File: config.mk
export PLATFORM = sky130hd
export DESIGN_NAME = seg_scan_driver
export DESIGN_NICKNAME = d
export VERILOG_FILES = /design/src/rtl/seg_pkg.sv /design/src/rtl/seg_decode.sv /design/src/rtl/seg_scan_driver.sv
export SDC_FILE = /design/constraint.sdc
export NUM_CORES = 1
export LEC_CHECK = 0
export ABC_AREA = 0
export BUFFER_PORTS_ARGS = -buffer_cell sky130_fd_sc_hd__clkbuf_2
export CELL_PAD_IN_SITES_DETAIL_PLACEMENT = 1
export CELL_PAD_IN_SITES_GLOBAL_PLACEMENT = 1
export CORE_ASPECT_RATIO = 1.1
export CORE_MARGIN = 2
export CORE_UTILIZATION = 40
export CTS_BUF_LIST = sky130_fd_sc_hd__clkbuf_2 sky130_fd_sc_hd__clkbuf_4 sky130_fd_sc_hd__clkbuf_8
export DETAILED_ROUTE_END_ITERATION = 16
export PLACE_DENSITY_LB_ADDON = 0.1
export SYNTH_ARGS = -nofsm -noshare
export SYNTH_HDL_FRONTEND = slang
export SYNTH_SLANG_ARGS = --single-unit
export TNS_END_PERCENT = 30
File: constraint.sdc
create_clock -name qclock -period 2.8 [get_ports qclock]
set_clock_uncertainty 0.05 [all_clocks]
set_input_delay 0.28 -clock qclock [delete_from_list [all_inputs] [get_ports qclock]]
set_output_delay 0.28 -clock qclock [all_outputs]
set_load 0.01 [all_outputs]
File: src/rtl/seg_pkg.sv
// Package for the 7-segment scan driver.
// Holds the segment patterns ({a,b,c,d,e,f,g}, a = MSB, active-high) and the
// code-to-segment lookup shared by the decoder.
package seg_pkg;

  localparam logic [6:0] SEG_BLANK = 7'b0000000;
  localparam logic [6:0] SEG_0     = 7'b1111110;
  localparam logic [6:0] SEG_1     = 7'b0110000;
  localparam logic [6:0] SEG_2     = 7'b1101101;
  localparam logic [6:0] SEG_3     = 7'b1111001;
  localparam logic [6:0] SEG_4     = 7'b0110011;
  localparam logic [6:0] SEG_5     = 7'b1011011;
  localparam logic [6:0] SEG_6     = 7'b1011111;
  localparam logic [6:0] SEG_7     = 7'b1110000;
  localparam logic [6:0] SEG_8     = 7'b1111111;
  localparam logic [6:0] SEG_9     = 7'b1111011;
  localparam logic [6:0] SEG_A     = 7'b1110111;
  localparam logic [6:0] SEG_B     = 7'b0011111;
  localparam logic [6:0] SEG_C     = 7'b1001110;
  localparam logic [6:0] SEG_D     = 7'b0111101;
  localparam logic [6:0] SEG_E     = 7'b1001111;
  localparam logic [6:0] SEG_F     = 7'b1000111;

  // Codes 10-15 only light up when hex display is enabled; otherwise blank.
  function automatic logic [6:0] bcd_to_seg(input logic [3:0] code, input logic hex_en);
    logic [6:0] seg;
    seg = SEG_BLANK;
    case (code)
      4'd0: seg = SEG_0;
      4'd1: seg = SEG_1;
      4'd2: seg = SEG_2;
      4'd3: seg = SEG_3;
      4'd4: seg = SEG_4;
      4'd5: seg = SEG_5;
      4'd6: seg = SEG_6;
      4'd7: seg = SEG_7;
      4'd8: seg = SEG_8;
      4'd9: seg = SEG_9;
      4'hA: seg = hex_en ? SEG_A : SEG_BLANK;
      4'hB: seg = hex_en ? SEG_B : SEG_BLANK;
      4'hC: seg = hex_en ? SEG_C : SEG_BLANK;
      4'hD: seg = hex_en ? SEG_D : SEG_BLANK;
      4'hE: seg = hex_en ? SEG_E : SEG_BLANK;
      4'hF: seg = hex_en ? SEG_F : SEG_BLANK;
    endcase
    return seg;
  endfunction

endpackage

File: src/rtl/seg_decode.sv
// Combinational 4-bit code to 7-segment decoder.
// Ports:
//   code  in  4  digit code (0-15)
//   blank in  1  force all segments off
//   seg   out 7  {a,b,c,d,e,f,g}, inverted when SEG_ACT_LOW = 1
module seg_decode
  import seg_pkg::*;
#(
  parameter int HEX_EN      = 0,
  parameter int SEG_ACT_LOW = 0
) (
  input  logic [3:0] code,
  input  logic       blank,
  output logic [6:0] seg
);

  localparam logic HEX_ON = (HEX_EN != 0);
  localparam logic ACT_LO = (SEG_ACT_LOW != 0);

  logic [6:0] seg_raw;

  always_comb begin
    seg_raw = blank ? SEG_BLANK : bcd_to_seg(code, HEX_ON);
    seg     = ACT_LO ? ~seg_raw : seg_raw;
  end

endmodule

File: src/rtl/seg_scan_driver.sv
// Time-multiplexed N-digit 7-segment scan driver for the washer front panel.
// One digit is driven per scan slot; a frame of digits is snapshotted when the
// scan wraps to digit 0 so a frame never mixes two samples.
// Ports:
//   qclock      in  1           system clock
//   reset       in  1           synchronous, active-high reset
//   digits      in  4*N_DIGITS  digit i = digits[4i+3:4i], digit 0 least significant
//   blink_mask  in  N_DIGITS    1 = digit i blinks
//   lz_blank    in  1           1 = suppress leading zeros
//   discode     out 7           segments {a,b,c,d,e,f,g}
//   enable      out N_DIGITS    one-hot digit select, active-high
//   frame_start out 1           one-cycle pulse when the digit 0 slot begins
module seg_scan_driver
  import seg_pkg::*;
#(
  parameter int N_DIGITS     = 4,
  parameter int SCAN_DIV     = 1000,
  parameter int BLINK_FRAMES = 64,
  parameter int HEX_EN       = 0,
  parameter int SEG_ACT_LOW  = 0
) (
  input  logic                  qclock,
  input  logic                  reset,
  input  logic [4*N_DIGITS-1:0] digits,
  input  logic [N_DIGITS-1:0]   blink_mask,
  input  logic                  lz_blank,
  output logic [6:0]            discode,
  output logic [N_DIGITS-1:0]   enable,
  output logic                  frame_start
);

  localparam int IW = $clog2(N_DIGITS);
  localparam int PW = $clog2(SCAN_DIV);
  localparam int FW = (BLINK_FRAMES > 1) ? $clog2(BLINK_FRAMES) : 1;

  localparam logic [IW-1:0] IDX_LAST = IW'(N_DIGITS - 1);
  localparam logic [PW-1:0] PS_LAST  = PW'(SCAN_DIV - 1);
  localparam logic [FW-1:0] FR_LAST  = FW'(BLINK_FRAMES - 1);
  localparam logic [6:0]    SEG_OFF  = (SEG_ACT_LOW != 0) ? ~SEG_BLANK : SEG_BLANK;

  logic [PW-1:0]         ps_q;
  logic [IW-1:0]         idx_q, idx_nxt;
  logic [FW-1:0]         fr_q, fr_nxt;
  logic                  phase_q, phase_nxt;   // 1 = blinking digits shown
  logic [4*N_DIGITS-1:0] snap_digits;
  logic [N_DIGITS-1:0]   snap_blink;

  logic                  tick, wrap, running;
  logic [4*N_DIGITS-1:0] cur_digits;
  logic [N_DIGITS-1:0]   cur_blink, lz_mask, en_nxt;
  logic [3:0]            cur_code;
  logic                  cur_bl, cur_lz, cur_blank;
  logic [6:0]            seg_d;

  logic [6:0]            seg_p1;
  logic [N_DIGITS-1:0]   en_p1;
  logic                  fs_p1;

  assign tick    = (ps_q == PS_LAST);
  assign wrap    = tick && (idx_q == IDX_LAST);
  assign idx_nxt = (idx_q == IDX_LAST) ? '0 : idx_q + 1'b1;
  // The wrap that starts the scan after reset does not close a frame, so it
  // is not counted; this gives every blink half-period a full BLINK_FRAMES.
  assign running = |en_p1;

  // On the wrap edge the snapshot is being loaded, so slot 0 reads the live
  // inputs directly; every other slot reads the snapshot.
  assign cur_digits = wrap ? digits : snap_digits;
  assign cur_blink  = wrap ? blink_mask : snap_blink;

  always_comb begin
    fr_nxt    = fr_q;
    phase_nxt = phase_q;
    if (wrap && running) begin
      if (fr_q == FR_LAST) begin
        fr_nxt    = '0;
        phase_nxt = ~phase_q;
      end else begin
        fr_nxt = fr_q + 1'b1;
      end
    end
  end

  // A digit is a leading zero when it and every higher digit are zero.
  // Digit 0 is never flagged.
  always_comb begin
    logic all_zero;
    all_zero = 1'b1;
    lz_mask  = '0;
    for (int i = N_DIGITS - 1; i >= 1; i--) begin
      all_zero   = all_zero && (cur_digits[4*i +: 4] == 4'd0);
      lz_mask[i] = all_zero;
    end
  end

  always_comb begin
    cur_code = 4'd0;
    cur_bl   = 1'b0;
    cur_lz   = 1'b0;
    en_nxt   = '0;
    for (int i = 0; i < N_DIGITS; i++) begin
      if (idx_nxt == IW'(i)) begin
        cur_code  = cur_digits[4*i +: 4];
        cur_bl    = cur_blink[i];
        cur_lz    = lz_mask[i];
        en_nxt[i] = 1'b1;
      end
    end
  end

  assign cur_blank = (cur_bl && !phase_nxt) || (lz_blank && cur_lz);

  seg_decode #(
    .HEX_EN      (HEX_EN),
    .SEG_ACT_LOW (SEG_ACT_LOW)
  ) u_decode (
    .code  (cur_code),
    .blank (cur_blank),
    .seg   (seg_d)
  );

  // Stage p1: scan state and registered pin outputs
  always_ff @(posedge qclock) begin
    if (reset) begin
      ps_q    <= '0;
      idx_q   <= IDX_LAST;
      fr_q    <= '0;
      phase_q <= 1'b1;
      seg_p1  <= SEG_OFF;
      en_p1   <= '0;
      fs_p1   <= 1'b0;
    end else begin
      fs_p1 <= 1'b0;
      ps_q  <= tick ? '0 : ps_q + 1'b1;
      if (tick) begin
        idx_q   <= idx_nxt;
        fr_q    <= fr_nxt;
        phase_q <= phase_nxt;
        seg_p1  <= seg_d;
        en_p1   <= en_nxt;
        fs_p1   <= wrap;
      end
    end
  end

  always_ff @(posedge qclock) begin
    if (wrap) begin
      snap_digits <= digits;
      snap_blink  <= blink_mask;
    end
  end

  assign discode     = seg_p1;
  assign enable      = en_p1;
  assign frame_start = fs_p1;

endmodule

After elaboration in Yosys (flattened, before gate mapping)

Memories as Yosys holds them, arrays and structs flattened.
Cells that the tools add are included.

Register bits after elaboration: 51
ROM bits: 112
Input bits: 23
Output and inout bits: 12
Logic and storage cells: 59
Memories: 1

Memories:

| memory          | words | bits a word | rd ports | clocked after memory_dff | wr ports | RTL line      | text |
|---|---|---|---|---|---|---|---|
| (no name shown) | 16    | 7           | 1        | 0                        | 0        | seg_pkg.sv:28 | `case (code)` |

Add/sub/neg operators: 3
Equal/unequal tests: 6
Muxes and demuxes: 22
Bitwise gates (word level): 2
Reductions and logical operators: 16

Operator list:

| cell                                           | number |
|---|---|
| two-way mux 4 bit                              | 5 |
| two-way mux 16 bit                             | 1 |
| two-way mux 1 bit                              | 13 |
| logical NOT 4 bit                              | 3 |
| adder 10 x 1 -> 10 bit (second input constant) | 1 |
| == test 10 bit (second input constant)         | 1 |
| two-way mux 7 bit                              | 1 |
| adder 6 x 1 -> 6 bit (second input constant)   | 1 |
| == test 2 bit (second input constant)          | 3 |
| == test 6 bit (second input constant)          | 1 |
| logical AND 1 bit                              | 6 |
| two-way mux 6 bit                              | 1 |
| OR reduction 2 bit                             | 2 |
| OR reduction 4 bit                             | 1 |
| adder 2 x 1 -> 2 bit (second input constant)   | 1 |
| == test 2 x 1 -> 1 bit (second input constant) | 1 |
| logical NOT 2 bit                              | 1 |
| two-way mux 2 bit                              | 1 |
| NOT 1 bit                                      | 2 |
| AND reduction 2 bit                            | 1 |
| logical NOT 1 bit                              | 1 |
| logical OR 1 bit                               | 1 |

Logic depth before layout (Yosys ltp)

Depth after elaboration: 12
Gate-level depth with buffers: 12
Depth with buffers taken out: 11

By module

Synthesis repeated with hierarchy kept, for this count alone.

Cell total of the unflattened synthesis: 250
Area, all modules: 2,447.3 µm²

By module, submodules not included:

| module          | instances | cells each | area an instance (µm²) | sequential area each (µm²) |
|---|---|---|---|---|
| seg_scan_driver | 1         | 219        | 2,217.1                | 1,021.0 |
| seg_decode      | 1         | 31         | 230.2                  | 0.0 |

Worst setup path before layout

No wires, ideal clock.

Path kind: register to register
Start: register idx_q[0]
End: register seg_p1[6] (netlist: discode[6])
Library setup time: 0.059 ns
Data arrival time: 2.679 ns
Data required time: 2.691 ns
Slack: 0.012 ns
Cell stages (with the launch flop): 13
Path buffers: 2
Clock period less this slack: 2.788 ns
Cells stage by stage: dfxtp_1 ha_1 buf_4 and4b_1 nand3_4 buf_2 mux2_2 o221ai_1 inv_1 ha_1 mux2_2 nand2_1 a22o_1

Longest elaborated chain between the ends: 12
Elaborated cells on any way between the ends: 34
Classes of those cells: add/sub (1); eq/ne (4); mux (16); reduce/logical (12); memory (1)

RTL lines:

| what                           | RTL line               | text |
|---|---|---|
| start: declaration             | seg_scan_driver.sv:42  | `logic [IW-1:0] idx_q, idx_nxt;` |
| start signal: assignment       | seg_scan_driver.sv:136 | `idx_q <= idx_nxt;` |
| == test 2 bit *                | seg_scan_driver.sv:60  | `assign wrap = tick && (idx_q == IDX_LAST);` |
| logical AND 1 bit *            | seg_scan_driver.sv:60  |  |
| two-way mux 16 bit *           | -                      |  |
| via cur_digits[8]              | seg_scan_driver.sv:49  | `logic [4*N_DIGITS-1:0] cur_digits;` |
| logical NOT 4 bit              | seg_scan_driver.sv:91  | `all_zero = all_zero && (cur_digits[4*i +: 4] == 4'd0);` |
| logical AND 1 bit (2 in a row) | seg_scan_driver.sv:91  |  |
| two-way mux 1 bit (3 in a row) | seg_scan_driver.sv:102 | `if (idx_nxt == IW'(i)) begin` |
| logical AND 1 bit              | seg_scan_driver.sv:111 | `assign cur_blank = (cur_bl && !phase_nxt) \|\| (lz_blank && cur_lz);` |
| logical OR 1 bit               | seg_scan_driver.sv:111 |  |
| two-way mux 7 bit *            | seg_decode.sv:23       | `seg_raw = blank ? SEG_BLANK : bcd_to_seg(code, HEX_ON);` |
| end signal: assignment         | seg_scan_driver.sv:139 | `seg_p1 <= seg_d;` |
| end: declaration               | seg_scan_driver.sv:55  | `logic [6:0] seg_p1;` |

The timed path passes the listed nets; every way through them passes the cells marked *.
A chain may end at the register's enable or synchronous reset.

Final worst setup path

Start: register ps_q[1]
End: register seg_p1[2] (netlist: discode[2])

Longest elaborated chain between the ends: 12
Elaborated cells on any way between the ends: 28
Classes of those cells: eq/ne (1); mux (15); reduce/logical (11); memory (1)

RTL lines:

| what                           | RTL line               | text |
|---|---|---|
| start: declaration             | seg_scan_driver.sv:41  | `logic [PW-1:0] ps_q;` |
| start signal: assignment       | seg_scan_driver.sv:134 | `ps_q <= tick ? '0 : ps_q + 1'b1;` |
| == test 10 bit *               | seg_scan_driver.sv:59  | `assign tick = (ps_q == PS_LAST);` |
| logical AND 1 bit *            | seg_scan_driver.sv:60  |  |
| two-way mux 16 bit *           | -                      |  |
| via cur_digits[15]             | seg_scan_driver.sv:49  |  |
| logical NOT 4 bit              | seg_scan_driver.sv:91  |  |
| logical AND 1 bit (2 in a row) | seg_scan_driver.sv:91  |  |
| two-way mux 1 bit (3 in a row) | seg_scan_driver.sv:102 |  |
| logical AND 1 bit              | seg_scan_driver.sv:111 |  |
| logical OR 1 bit               | seg_scan_driver.sv:111 |  |
| two-way mux 7 bit *            | seg_decode.sv:23       |  |

Marks and branches as above.

==> flow_summary_export.csv <==
group,metric,value,unit
power_and_ir_drop,ir_drop,0.171,mV
setup_path,crit_path_cell_trace,"ha_2 > and4b_2 > nand3_4 > buf_4 > mux2_2 > o21bai_1 > o32a_1 > and4_1 > a221o_1",
synth,async_reset_ff_share,0,%
synth,synth_area,2550,um2
sta,fin_tns_setup,0,ns
synth,synth_edf_count,0,
drt,drc,0,
placement,gp_congestion,0.809,
synth,synth.most_common_cell,"nand2_1",
placement,placedCellCount,418,
worst_hold_path,hp-class,"input pin to flop",
synth,ys_seq_elements,50,
synth,yosysSeqAreaShare,39.2,%
drt,ant_nets,0,
synth,synthDistinctLibCells,56,
setup_path,worstSetupPathType,"flop to flop",
drt,dr.first_iter.drc_count,100,
placement,portBuffers,34,
floorplan,ios,35,
clocking,cts_made_buffers,5,
sta,final.setup.worst_slack,0.0790,ns
clocking,clock-sinks,50,
global_route,grt_max_degree,19,
sta,slew_violations,0,
synth,yosysTopAreaCellShare,39.2,%
setup_path,worstPathRequired,2.95,ns
floorplan,die_h,87.8,um
setup_path,cp-start-kind,"flop",
clocking,clkTransAtPathRegs,0.09,ns
setup_path,crit_path_end_kind,"flop",
global_route,gr-usage-all-layers,21.4,%
floorplan,initial_core_util,41.3,%
layout,finalNonFillerCells,433,
drt,vias_per_cell,5.58,
power_and_ir_drop,p_int,1.01,mW
synth,ys.flop_type,"dfxtp_1",
drt,vias,2416,
power_and_ir_drop,power_switching,0.289,mW
placement,place_area,2950,um2
power_and_ir_drop,switching_share,22.3,%
floorplan,std_cell_rows,30,
drt,drt-total-wl,7250,um
power_and_ir_drop,powerDensity,411,nW/um2
synth,syn-num-nets,327,
flow_run,drv_cap,0,
drt,wire_per_inst,16.7,um
global_route,first_global_vias,2364,
sta,layout_min_cycle_time,2.72,ns
power_and_ir_drop,leakage,1.34,nW
layout,syn_to_final_growth,23.2,%
sta,finalSetupViolations,0,
placement,place_hpwl,5390,um
synth,ys_top_cells_by_count,"51 x nand2_1, 50 x dfxtp_1, 24 x nor2_1",
sta,tightest_slew,0.590,ns
clocking,cts_tree,"done",
run_status,status,"finished clean",
synth,postSynthCellCount,293,
drt,first_pass_iters,4,
clocking,clock_path_buffers,2,
sta,maxClockFrequency,0.368,GHz
power_and_ir_drop,power_frac_clock,40.0,%
clocking,htreeDepth,2,
clocking,cts_root_buf,"clkbuf_8",
floorplan,core,6190,um2
global_route,antenna_found_initial,0,
sta,hold_ws,0.134,ns
floorplan,die-area,7040,um2
layout,filler_cell_count,754,
synth,yosys.area.top_type,"dfxtp_1",
floorplan,die-width,80.2,um
setup_path,arrival,2.87,ns
sta,slew_headroom,60.6,%
power_and_ir_drop,p_seq_share,56.1,%
clocking,insertion_delay,0.31,ns
synth,yosys_warnings,0,
power_and_ir_drop,p_comb_share,3.9,%
synth,ys_top_cells_by_area,"dfxtp_1 39%, nand2_1 7.5%, ha_1 5.4%",
placement,pre_cts_ws,0.0433,ns
synth,syn_area_per_cell,8.72,um2
layout,antenna_cells,0,
sta,final-hold-violation-count,0,
global_route,overflow,0,
layout,drive_gt1_share,28.0,%
layout,design_area,3150,um2
setup_path,cp_slowest_cell,"o32a_1",
sta,fin_crit_sh,97.2,%
setup_path,critPathMaxFanout,7,
setup_path,critPathMaxStageDelay,0.42,ns
layout,final_nets,386,
global_route,grt_pass1_wl,11800,um
[per-stage QoR]
step	total power [mW]	util, %
4_1_cts	1.31	49.4
2_1_floorplan	0.763	-
3_5_place_dp	0.793	47.6
5_1_grt	1.34	50.8
6_report	1.30	50.8
3_3_place_gp	0.791	47.6
[cell type report]
type                            count  area (um2)  share of cell area [%]
Clock buffer                        5        68.8                    2.19
Clock inverter                      3        40.0                    1.27
Inverter                           10        37.5                    1.19
Multi-Input combinational cell    219        1480                    47.1
Sequential cell                    50        1000                    31.9
Tap cell                           80         100                    3.18
Timing Repair Buffer               66         414                    13.2
[worst max-delay path, delay by kind of cell, from the launching register on]
kind	cells	cell delay (ns)
muxes	1	0.31
DFF	1	0.36
adders and majority gates	1	0.22
AOI/OAI and AO/OA	3	0.84
and+or+nand+nor	3	0.66
buffers and inverters	1	0.18
[layout by cell type (no fill, tap or decap), drive strengths merged, types with 5 or more instances in the layout]
cell type,count
nor3,9
o21ai,5
dfxtp,50
nor4,9
buf,32
nand2,51
inv,10
xnor2,5
ha,11
nor2,24
a21oi,8
xor2,8
a22o,5
nand3,11
clkbuf,39
nand3b,7
mux2,6
mux2i,7
[power by group through the flow]
stage	Clock [mW]	Combinational [mW]	Sequential, mW
6_report	0.518	0.0506	0.726
5_1_grt	0.558	0.0555	0.727
4_1_cts	0.529	0.0508	0.726
3_5_place_dp	0	0.0502	0.742
3_3_place_gp	0	0.0496	0.742
2_1_floorplan	0	0.0223	0.740
[repair_timing]
action,4_1_cts,5_1_grt
hold buffers,0,0
setup endpoints to repair,1,7
pin swaps,0,4
hold endpoints to repair,0,0
buffers inserted,0,7
gates resized for setup,2,15
[path summary, 6_finish.rpt]
kind | from | endpoint | slack (ns) | depth (start not counted)
setup / recovery | ps_q[1]$_SDFF_PP0_ | discode[2]$_SDFFE_PP0N_ | 0.08 | 9
hold / removal | blink_mask[3] | snap_blink[3]$_DFF_P_ | 0.13 | 3
hold reg to reg | ps_q[0]$_SDFF_PP0_ | ps_q[0]$_SDFF_PP0_ | 0.39 | 1
setup reg to reg | ps_q[1]$_SDFF_PP0_ | discode[2]$_SDFFE_PP0N_ | 0.08 | 9
[logic make-up (layout without fill, tap and decap cells)]
group,count (synthesis),count (layout),share of synthesized area (%)
compound gates,51,51,15.5
mux,13,13,5.53
fa+ha+maj,11,11,5.39
flops,50,50,39.2
buf+inv,24,84,3.97
xor+xnor,13,13,4.46
simple gates,131,131,26.0
[flip-flops by register name, summed over array words and instances, names as in the netlist]
register,count
frame_start,1
ps_q,10
idx_q,2
phase_q,1
enable,4
snap_digits,16
discode,7
fr_q,6
snap_blink,3
[per-layer routing]
layer	GRT usage (%)	vias up	wire [um]
met5	0	-	0
met3	3.20	6	253
met2	35.8	45	3510
met1	29.1	1203	3410
li1	-	1162	-
met4	5.55	0	70
No activity file was read; power rests on OpenSTA's default activity.
